## src/rtl/mux_pkg.sv

```systemverilog
// Shared types for the N:1 registered scan multiplexer: FSM state encoding and mode constants.
package mux_pkg;

   typedef enum logic [1:0] {
      IDLE = 2'd0,
      MAN  = 2'd1,
      SCAN = 2'd2
   } state_e;

   localparam logic MODE_MAN  = 1'b0;
   localparam logic MODE_SCAN = 1'b1;

endpackage

```

## src/rtl/mux_scan_ptr.sv

```systemverilog
// Round-robin scan pointer with per-channel dwell counter, wrap and enabled-channel skipping.
// ptr_c is the channel a capture on the coming edge uses (entry clear and masked-channel skip applied).
module mux_scan_ptr #(
   parameter  int unsigned N     = 4,
   parameter  int unsigned DWELL = 1,
   localparam int unsigned SEL_W = $clog2(N),
   localparam int unsigned CNT_W = (DWELL > 1) ? $clog2(DWELL) : 1
) (
   input  logic             clk_in,
   input  logic             rst_n_in,
   input  logic             clear_in,
   input  logic             step_in,
   input  logic [N-1:0]     mask_in,
   output logic [SEL_W-1:0] ptr_c
);

   localparam logic [CNT_W-1:0] LAST = CNT_W'(DWELL - 1);

   logic [SEL_W-1:0] ptr_q, ptr_d, base_c, first_c;
   logic [CNT_W-1:0] cnt_q, cnt_d, cnt_base_c, cnt_c;
   logic             cur_en_c;

   // Next enabled channel above cur, wrapping to the lowest enabled one; cur if none other.
   function automatic logic [SEL_W-1:0] next_en(input logic [SEL_W-1:0] cur,
                                                input logic [N-1:0]     m);
      logic [SEL_W-1:0] r;
      logic             hi;
      r  = cur;
      hi = 1'b0;
      for (int k = int'(N) - 1; k >= 0; k--) begin
         if (m[k] && (SEL_W'(k) > cur)) begin
            r  = SEL_W'(k);
            hi = 1'b1;
         end
      end
      if (!hi) begin
         for (int k = int'(N) - 1; k >= 0; k--) begin
            if (m[k]) r = SEL_W'(k);
         end
      end
      return r;
   endfunction

   always_comb begin
      first_c = '0;
      for (int k = int'(N) - 1; k >= 0; k--) begin
         if (mask_in[k]) first_c = SEL_W'(k);
      end
      base_c     = clear_in ? first_c : ptr_q;
      cnt_base_c = clear_in ? '0 : cnt_q;

      cur_en_c = 1'b0;
      for (int k = 0; k < int'(N); k++) begin
         if (base_c == SEL_W'(k)) cur_en_c = mask_in[k];
      end

      ptr_c = base_c;
      cnt_c = cnt_base_c;
      if (!cur_en_c) begin
         ptr_c = next_en(base_c, mask_in);
         cnt_c = '0;
      end

      ptr_d = base_c;
      cnt_d = cnt_base_c;
      if (step_in) begin
         if (cnt_c == LAST) begin
            cnt_d = '0;
            ptr_d = next_en(ptr_c, mask_in);
         end else begin
            cnt_d = cnt_c + 1'b1;
            ptr_d = ptr_c;
         end
      end
   end

   always_ff @(posedge clk_in or negedge rst_n_in) begin
      if (!rst_n_in) begin
         ptr_q <= '0;
         cnt_q <= '0;
      end else begin
         ptr_q <= ptr_d;
         cnt_q <= cnt_d;
      end
   end

endmodule

```

## src/rtl/mux_nx1_scan.sv

```systemverilog
// Registered N:1 mux with manual select or round-robin scan, valid/ready output beat.
// Define MUX_SCAN_MASK_EN to add mask_in, restricting scan to enabled channels.
module mux_nx1_scan
   import mux_pkg::*;
#(
   parameter  int unsigned N     = 4,
   parameter  int unsigned WIDTH = 8,
   parameter  int unsigned DWELL = 1,
   localparam int unsigned SEL_W = $clog2(N)
) (
   input  logic               clk_in,
   input  logic               rst_n_in,
   input  logic               en_in,
   input  logic               mode_in,
   input  logic [SEL_W-1:0]   sel_in,
   input  logic [N*WIDTH-1:0] data_in,
   input  logic               ready_in,
   output logic [WIDTH-1:0]   y_out,
   output logic [SEL_W-1:0]   ch_out,
   output logic               valid_out,
   output logic               err_out
`ifdef MUX_SCAN_MASK_EN
   ,
   input  logic [N-1:0]       mask_in
`endif
);

   localparam logic [SEL_W:0] N_LIM = (SEL_W + 1)'(N);

   state_e           state_q, state_d;
   logic [WIDTH-1:0] y_q, y_d, word_c;
   logic [SEL_W-1:0] ch_q, ch_d, ch_sel_c, ptr_c;
   logic             valid_q, valid_d, err_q, err_d;
   logic             load_c, clear_c, scan_cap_c, cap_c, step_c, oor_c, any_en_c;
   logic [N-1:0]     mask_c;

`ifdef MUX_SCAN_MASK_EN
   assign mask_c = mask_in;
`else
   assign mask_c = '1;
`endif

   always_comb begin
      state_d = IDLE;
      if (en_in) state_d = (mode_in == MODE_SCAN) ? SCAN : MAN;
   end

   // Capture control; an empty scan mask behaves like IDLE for the output beat.
   assign any_en_c   = |mask_c;
   assign load_c     = !valid_q || ready_in;
   assign clear_c    = (state_d == SCAN) && (state_q != SCAN);
   assign scan_cap_c = (state_d == SCAN) && any_en_c;
   assign cap_c      = load_c && ((state_d == MAN) || scan_cap_c);
   assign step_c     = load_c && scan_cap_c;

   mux_scan_ptr #(
      .N     (N),
      .DWELL (DWELL)
   ) u_ptr (
      .clk_in   (clk_in),
      .rst_n_in (rst_n_in),
      .clear_in (clear_c),
      .step_in  (step_c),
      .mask_in  (mask_c),
      .ptr_c    (ptr_c)
   );

   always_comb begin
      ch_sel_c = (state_d == MAN) ? sel_in : ptr_c;
      oor_c    = (state_d == MAN) && ({1'b0, sel_in} >= N_LIM);
      word_c   = '0;
      for (int k = 0; k < int'(N); k++) begin
         if (ch_sel_c == SEL_W'(k)) word_c = data_in[k*WIDTH +: WIDTH];
      end
   end

   always_comb begin
      y_d     = y_q;
      ch_d    = ch_q;
      valid_d = valid_q;
      err_d   = err_q;
      if (load_c) begin
         valid_d = cap_c;
         if (cap_c) begin
            y_d   = oor_c ? '0 : word_c;
            ch_d  = ch_sel_c;
            err_d = oor_c;
         end
      end
   end

   always_ff @(posedge clk_in or negedge rst_n_in) begin
      if (!rst_n_in) begin
         state_q <= IDLE;
         y_q     <= '0;
         ch_q    <= '0;
         valid_q <= 1'b0;
         err_q   <= 1'b0;
      end else begin
         state_q <= state_d;
         y_q     <= y_d;
         ch_q    <= ch_d;
         valid_q <= valid_d;
         err_q   <= err_d;
      end
   end

   assign y_out     = y_q;
   assign ch_out    = ch_q;
   assign valid_out = valid_q;
   assign err_out   = err_q;

endmodule

```

## config.mk

```make
export PLATFORM = sky130hd
export DESIGN_NAME = mux_nx1_scan
export DESIGN_NICKNAME = d
export VERILOG_FILES = /design/src/rtl/mux_pkg.sv /design/src/rtl/mux_scan_ptr.sv /design/src/rtl/mux_nx1_scan.sv
export SDC_FILE = /design/constraint.sdc
export NUM_CORES = 1
export LEC_CHECK = 0
export CAP_MARGIN = 40
export CORE_MARGIN = 2
export CORE_UTILIZATION = 43
export DETAILED_ROUTE_END_ITERATION = 7
export GPL_ROUTABILITY_DRIVEN = 0
export GPL_TIMING_DRIVEN = 0
export PLACE_DENSITY_LB_ADDON = 0.1
export SLEW_MARGIN = 20
export SYNTH_ARGS = -nofsm -noshare
export SYNTH_HDL_FRONTEND = slang
export SYNTH_SLANG_ARGS = --single-unit
```

## constraint.sdc

```tcl
create_clock -name clk_in -period 3 [get_ports clk_in]
set_input_delay 0.3 -clock clk_in [delete_from_list [all_inputs] [get_ports clk_in]]
set_output_delay 0.3 -clock clk_in [all_outputs]
set_load 0.1 [all_outputs]
```

Yosys cells after proc, flatten, opt, wreduce, memory -nomap -nowiden
Index checks and enable logic that the tools add are counted.
Operators by class
  multiplexer cells: 40
  $add $sub $neg: 1
  $lt $le $gt $ge: 8
  reduce and logical (&&, ||, !) cells: 9
  eq/ne operators: 9
Operators with widths (number)
  $mux 2: 17
  $mux 8: 4
  $mux 1: 19
  $eq 2x2->1 const B: 5
  $gt 1x2->1 const A: 4
  $gt 2x2->1 const A: 4
  $eq 2x1->1 const B: 3
  $logic_not 2->1: 2
  $logic_and 1x1->1: 3
  $logic_or 1x1->1: 2
  $ne 2x2->1 const B: 1
  $reduce_and 2->1: 1
  $add 1x1->1 const B: 1
  $logic_not 1->1: 1
Word-level totals
  flip-flop bits (word level): 16
  output and inout port bits: 12
  input bits: 39
  word-level logic and storage cells: 73

Depth between registers and ports, before layout
Gate-level depths: netlist (run 1).
  word-level depth: 23
  gate-level depth with buffers: 8
  gate-level depth less buffers: 4

By module
From an unflattened synthesis (run 1), not the netlist that was laid out.
Second synthesis, totals
  cells, all modules: 159
  area total of the unflattened synthesis: 1387.6 um^2
By module, submodules not included
  mux_nx1_scan: times used 1, area each 789.5 um^2, sequential area each 325.3 um^2, cells an instance 73
  mux_scan_ptr: times used 1, area each 598.1 um^2, sequential area each 75.1 um^2, cells an instance 86

Worst setup path after synthesis (run 1)
No wires, ideal clock.
  path kind: reg-to-reg
  start: reg valid_q, in the netlist valid_out
  end: reg u_ptr.cnt_q
  arrival time: 1.758 ns
  period minus slack after synthesis: 1.825 ns
  required time: 2.934 ns
  buffers on the path: 1
  setup time: 0.066 ns
  path slack: 1.175 ns
  cell stages (with the launch flop): 6
  path through: dfrtp_1 -> nand2b_1 -> and2_1 -> clkbuf_1 -> nand2_1 -> and3_1
On the way
  word-level cells in the longest chain between the ends: 4
Ends and longest elaborated chain
  start, declared: RTL line mux_nx1_scan.sv:33  | logic valid_q, valid_d, err_q, err_d;
  start signal, assigned: RTL line mux_nx1_scan.sv:103  | valid_q <= valid_d;
  $logic_not 1->1: RTL line mux_nx1_scan.sv:50  | assign load_c = !valid_q || ready_in;
  $logic_or 1x1->1: RTL line mux_nx1_scan.sv:50
  $logic_and 1x1->1: RTL line mux_nx1_scan.sv:54  | assign step_c = load_c && scan_cap_c;
  $mux 1: RTL line mux_scan_ptr.sv:66  | if (step_in) begin
  via u_ptr.cnt_d: RTL line mux_scan_ptr.sv:20  | logic [CNT_W-1:0] cnt_q, cnt_d, cnt_base_c, cnt_c;
  end signal, assigned: RTL line mux_scan_ptr.sv:83  | cnt_q <= cnt_d;
  end, declared: RTL line mux_scan_ptr.sv:20
The timed path passes the listed nets, and every way through them passes these cells.
A chain may end at the register's enable or synchronous reset.

Worst setup path after layout (run 1)
  start: in mode_in
  end: reg y_q[3], in the netlist y_out[3]
On the way
  word-level cells in the longest chain between the ends: 19
  elaborated cells on any way between the ends: 41
  those cells by class: order compare: 4; eq/ne: 8; mux: 23; reduce/logical: 6
Ends and longest elaborated chain
  start, declared: RTL line mux_nx1_scan.sv:14  | input logic mode_in,
  $mux 2 * (2 in series): RTL line mux_nx1_scan.sv:45  | if (en_in) state_d = (mode_in == MODE_SCAN) ? SCAN : MAN;
  $eq 2x2->1: RTL line mux_nx1_scan.sv:51, mux_nx1_scan.sv:52
  $logic_and 1x1->1: RTL line mux_nx1_scan.sv:51  | assign clear_c = (state_d == SCAN) && (state_q != SCAN);
  $mux 2: RTL line mux_scan_ptr.sv:49  | base_c = clear_in ? first_c : ptr_q;
  $gt 2x2->1: RTL line mux_scan_ptr.sv:31  | if (m[k] && (SEL_W'(k) > cur)) begin
  $mux 1 (4 in series): RTL line mux_scan_ptr.sv:31
  $mux 1: RTL line mux_scan_ptr.sv:59  | if (!cur_en_c) begin
  $mux 2: RTL line mux_scan_ptr.sv:36  | if (!hi) begin
  $mux 2: RTL line mux_scan_ptr.sv:59
  $mux 2: RTL line mux_nx1_scan.sv:69  | ch_sel_c = (state_d == MAN) ? sel_in : ptr_c;
  $logic_not 2->1: RTL line mux_nx1_scan.sv:73  | if (ch_sel_c == SEL_W'(k)) word_c = data_in[k*WIDTH +: WIDTH];
  $mux 8 (4 in series): RTL line mux_nx1_scan.sv:73
  end signal, assigned: RTL line mux_nx1_scan.sv:101  | y_q <= y_d;
  end, declared: RTL line mux_nx1_scan.sv:31  | logic [WIDTH-1:0] y_q, y_d, word_c;
Mark *: on every way between the ends. The rest lies on a longest branch, timed or not. The select of a mux whose other input is x is not followed.

==> results of run 1 <==
[synth_stat cells, types with 2 or more instances]
library cell  number
a21oi_1            2
nand2_1            8
mux2i_1            7
a31oi_1            9
dfrtp_1           16
nand2b_1           4
a211oi_1          14
nor2_1            11
and2_1             3
inv_1             10
and3_1             2
buf_6              3
[sequential cells by signal, summed over array words and instances, names as in the netlist]
name,cells
u_ptr.ptr_q,2
u_ptr.cnt_q,1
y_out,8
valid_out,1
state_q,2
ch_out,2
[kinds of logic (layout without fill, tap and decap cells)]
kind of cell	Yosys count	after routing	synth area share
simple gates	35	35	0.196
other cells	1	1	0.00366
compound gates	30	30	0.232
mux	7	7	0.0685
xor+xnor	1	1	0.00856
flops	16	16	0.391
buf+inv	16	79	0.100
[area by class of cell]
type | instances | area, µm² | share of cell area
multi-input combinational | 74 | 520 | 0.299
tap | 28 | 35.0 | 0.0201
buffer | 6 | 65.1 | 0.0374
sequential | 16 | 400 | 0.230
clock buffer | 4 | 36.3 | 0.0208
inverter | 10 | 37.5 | 0.0216
timing repair buffer | 59 | 646 | 0.371
[power breakdown]
group	total (mW)	leakage, nW	internal, mW	switching, mW
combinational	0.569	0.574	0.230	0.339
sequential	0.276	0.189	0.252	0.0239
clock	0.143	0.0210	0.0738	0.0696
total	0.988	0.784	0.556	0.432
[per-stage QoR]
step | hold WS [ns] | utilization | worst slack [ns]
6_report | 0.279 | 0.779 | 0.957
5_1_grt | 0.296 | 0.779 | 0.910
4_1_cts | 0.278 | 0.779 | 1.01
3_5_place_dp | 0.470 | 0.763 | 0.706
3_3_place_gp | 0.461 | 0.689 | 0.742
2_1_floorplan | 0.00441 | - | 1.18
[worst max-delay path, stage by stage]
cell and delay [ns]:
clkdlybuf4s50_1 0.61, nand4b_2 0.31, and3_1 0.26, buf_6 0.15
buf_12 0.15, a211oi_1 0.30, a211oi_1 0.10
[worst max path at each step]
stage	from	endpoint	slack [ns]	cells past startpoint
finish	mode_in	y_out[3]	0.96	7
global route	mode_in	y_out[3]	0.91	7
CTS	mode_in	y_out[3]	1.01	7
detailed placement	mode_in	y_out[3]	0.71	7
global placement	mode_in	y_out[0]	0.74	5
floorplan	valid_out	u_ptr.cnt_q	1.18	5
[routing by layer]
metal,up-vias,GRT usage
li1,508,-
met1,486,0.270
met2,33,0.440
met3,2,0.0371
met4,0,0.0598
met5,-,0
==> impl_metrics.ini, run 1 <==
[layout]
layout.cells.non_filler = 197
drive_above_1_share = 0.154
final_common_cell = clkdlybuf4s50_1
fin_nets = 209
final_cell_mix = 48 x clkdlybuf4s50_1, 16 x dfrtp_1, 14 x a211oi_1
postLayoutCellArea_mm2 = 0.00174
antenna_cells = 0
fillerInstances = 156
syn_to_final_growth_pct = 70.0

[clock_tree]
clkTransAtPathRegs_ns = 0.10
clkLatencyLatePin_ns = 0.28
hold_buffers = 0
clkSinkCount = 16
clockRootBuffer = clkbuf_4
cts_buffers = 3
htree_levels = 1
cts.repair.resized = 0
cts_buffer_depth = 2
cts_tree = yes
cts_setup_buffers = 0

[synthesis]
ys_async_sr_fraction = 1.00
syn_area_mm2 = 0.00102
synth-seq-cells = 16
synth_edf_count = 0
seq_area_frac_synth = 0.391
ys_types = 29
ys_warn_count = 0
synthFlopType = dfrtp_1
syn-num-nets = 145
yosysTopAreaCell = dfrtp_1
avgSynthCellArea_um2 = 9.66
synth_top_area_share = 0.391
synthCells = 106
synth_area_leaders = dfrtp_1 39%, a211oi_1 10%, mux2i_1 6.8%

[die]
initial_utilization = 0.458
die_h_um = 52.8
core-area_mm2 = 0.00223
die-area_mm2 = 0.00279
die_w_um = 52.8
rows = 17
io_pins = 51

[worst_setup_path]
r2r_cells = 6
start_kind = input pin
cp_data_required_time_ns = 3.14
cp.arrival_ns = 2.18
worstPathMaxFanout = 10
r2r-start = state_q[0]
end_kind = flip-flop
reg2reg_to = y_out[3]
critical_path_class = in2reg
ff2ff_setup_slack_ns = 1.14

[sta]
fin_setup_tns_ns = 0
hold_violations = 0
finalSetupViolCount = 0
tightest_slew_ns = 0.755
grt_setup_unrepaired = no
drv_slew = 0
skew_ns = 0.00140
fin_crit_sh = 0.681
period_minus_slack_ns = 2.04
timing.fmax_mhz = 489
relSlewSlack = 0.495

[detailed_routing]
postRouteWirelength_um = 3020
antenna_left = 0
routed.top_layer = met4
vias_per_cell = 5.22
drt_iter0_markers = 6
drt-met1-wl_um = 1250
num_vias = 1029
wl_met2_um = 1560
wire_per_inst_um = 15.3
wl_met3_um = 198
firstDrtPassIters = 4
drcViolationCount = 0

[placed_design]
io_buffers = 48
dp_cells = 193
dp_hpwl_um = 2270
placed_cell_area_mm2 = 0.00170

[grt]
grt_pass1_wl_um = 4760
grt_use_total = 0.234
grt_max_degree = 17
antenna_found_initial = 0
grt_pass1_vias = 1076
overflow = 0

[outcome]
outcome = completed

[power]
power.leakage_nw = 0.784
finalPower_mw = 0.988
ir_worst_vdd_v = 0.000347
p_per_area_mw_per_mm2 = 568

[min_path]
holdPathEnd = valid_out
whs_path_depth = 3
worst_hold_path_type = in2reg
min_from = en_in

[run]
drv_cap = 0
Power figures use the tool's default switching activity.
==> inputs of run 2 (changes only) <==
--- a/config.mk
+++ b/config.mk
@@ -7,7 +7,7 @@
 export LEC_CHECK = 0
 export CAP_MARGIN = 40
 export CORE_MARGIN = 2
-export CORE_UTILIZATION = 43
+export CORE_UTILIZATION = 40
 export DETAILED_ROUTE_END_ITERATION = 7
 export GPL_ROUTABILITY_DRIVEN = 0
 export GPL_TIMING_DRIVEN = 0
==> constraint.sdc (replaced) <==
create_clock -name clk_in -period 1.9 [get_ports clk_in]
set_input_delay 0.19 -clock clk_in [delete_from_list [all_inputs] [get_ports clk_in]]
set_output_delay 0.19 -clock clk_in [all_outputs]
set_load 0.1 [all_outputs]
==> impl_metrics.ini, run 2 (synthesis gave the netlist of run 1 again) <==
[grt]
antenna_found_initial = 0
met1_usage = 0.245
met2_usage = 0.383
busiest_layer = met2
grt_use_met3 = 0.0437
grt_use_total = 0.218
grt_pass1_wl_um = 4490
grt_pass1_vias = 1029
overflow = 0
grt_max_degree = 17

[worst_setup_path]
cpMostUsedCell = a211oi_1
crit_slowest_cell = clkdlybuf4s50_1
crit_chain = clkdlybuf4s50_1 -> nand3b_4 -> and3_1 -> buf_6 -> buf_12 -> a211oi_1 -> a211oi_1
cp_data_required_time_ns = 2.10
worstPathMaxFanout = 10
cp.arrival_ns = 1.97
end_kind = flip-flop
critical_path_class = in2reg
start_kind = input pin
slowest_delay_ns = 0.65

[clock_tree]
clockRootBuffer = clkbuf_4
cts_buffers = 3
clkLatencyLatePin_ns = 0.30
cts.repair.resized = 0
htree_levels = 1
clkSinkCount = 16
cts_setup_buffers = 0
clkTransAtPathRegs_ns = 0.10
cts_tree = yes
cts_buffer_depth = 2
hold_buffers = 0

[outcome]
outcome = completed

[placed_design]
placed_cell_area_mm2 = 0.00171
dp_hpwl_um = 2230
io_buffers = 48
dp_cells = 195

[layout]
antenna_cells = 0
fillerInstances = 198
layout.cells.non_filler = 200
syn_to_final_growth_pct = 72.5
final_common_cell = clkdlybuf4s50_1
final_cell_mix = 48 x clkdlybuf4s50_1, 16 x dfrtp_1, 14 x a211oi_1
largest_register_ffs = 8
fin_nets = 210
postLayoutCellArea_mm2 = 0.00177
drive_above_1_share = 0.165

[power]
ir_worst_vdd_v = 0.000723
power.leakage_nw = 0.797
p_per_area_mw_per_mm2 = 891
p_comb_frac = 0.573
finalPower_mw = 1.57
pwr-share-seq = 0.277
switchingPower_mw = 0.693
netSwitchingFraction = 0.440
clockPowerShare = 0.150
p_int_mw = 0.881

[sta]
period_minus_slack_ns = 1.78
hold_slack_ns = 0.155
grt_setup_unrepaired = no
hold_violations = 0
timing.fmax_mhz = 563
finalSetupViolCount = 0
relSlewSlack = 0.665
skew_ns = 0.00486
tightest_slew_ns = 0.502
fin_crit_sh = 0.935
drv_slew = 0

[detailed_routing]
postRouteWirelength_um = 2950
num_vias = 1046
drt_iter0_markers = 12
firstDrtPassIters = 5
wire_per_inst_um = 14.8
antenna_left = 0
vias_per_cell = 5.23
drcViolationCount = 0

[die]
die-area_mm2 = 0.00298
core-area_mm2 = 0.00245
die_h_um = 54.6
die_w_um = 54.6
initial_utilization = 0.417
io_pins = 51
rows = 18

[run]
drv_cap = 0

[min_path]
worst_hold_path_type = in2reg
[run 2: cell count changes in the layout (fill, tap and decap cells not counted), sizes merged]
| cell | before | now |
|---|---|---|
| buf | 16 | 17 |
[run 2: layout make-up]
| type | instances | area (µm²) | area share |
|---|---|---|---|
| clock buffers | 4 | 36.3 | 0.0206 |
| inverters | 10 | 37.5 | 0.0213 |
| flip-flops and latches | 16 | 400 | 0.227 |
| plain buffers | 6 | 65.1 | 0.0369 |
| repair buffers | 60 | 657 | 0.372 |
| well taps | 30 | 37.5 | 0.0213 |
| multi-input cells | 74 | 532 | 0.301 |
[run 2: metal layers]
| metal | part of all wire | vias up |
|---|---|---|
| met1 | 0.40 | 485 |
| li1 | - | 506 |
| met3 | 0.079 | 8 |
| met4 | 0.029 | 0 |
| met5 | 0 | - |
| met2 | 0.49 | 47 |
[run 2: worst paths after layout]
kind | start | endpoint | slack (ns) | cells past startpoint
setup / recovery | mode_in | y_out[5] | 0.12 | 7
hold / removal | en_in | valid_out | 0.16 | 3
setup reg to reg | u_ptr.ptr_q[0] | y_out[5] | 0.23 | 7
hold reg to reg | ch_out[0] | ch_out[0] | 0.49 | 2
max in group asynchronous | rst_n_in | y_out[2] | 1.32 | 2
min in group asynchronous | rst_n_in | state_q[0] | 0.17 | 1
[run 2: power groups by stage]
stage	Clock (mW)	Sequential (mW)	Combinational, mW
finish	0.237	0.435	0.902
floorplan	0	0.773	0.188
CTS	0.244	0.434	0.901
detailed placement	0	0.441	0.899
global placement	0	0.437	0.740
global route	0.257	0.444	0.944
[run 2: through the flow]
step            util  setup WS (ns)  TNS [ns]
6_report       0.719          0.123         0
5_1_grt        0.719         0.0146         0
4_1_cts        0.710         0.0539         0
3_5_place_dp   0.695         -0.261     -1.86
3_3_place_gp   0.628         -0.238     -1.71
2_1_floorplan      -         0.0753         0
[run 2: critical path: cells and delay by family]
family | cells | cell delay, ns
AND/OR/NAND/NOR | 2 | 0.46
buffers and inverters | 3 | 0.97
AO/OA/AOI/OAI | 2 | 0.35
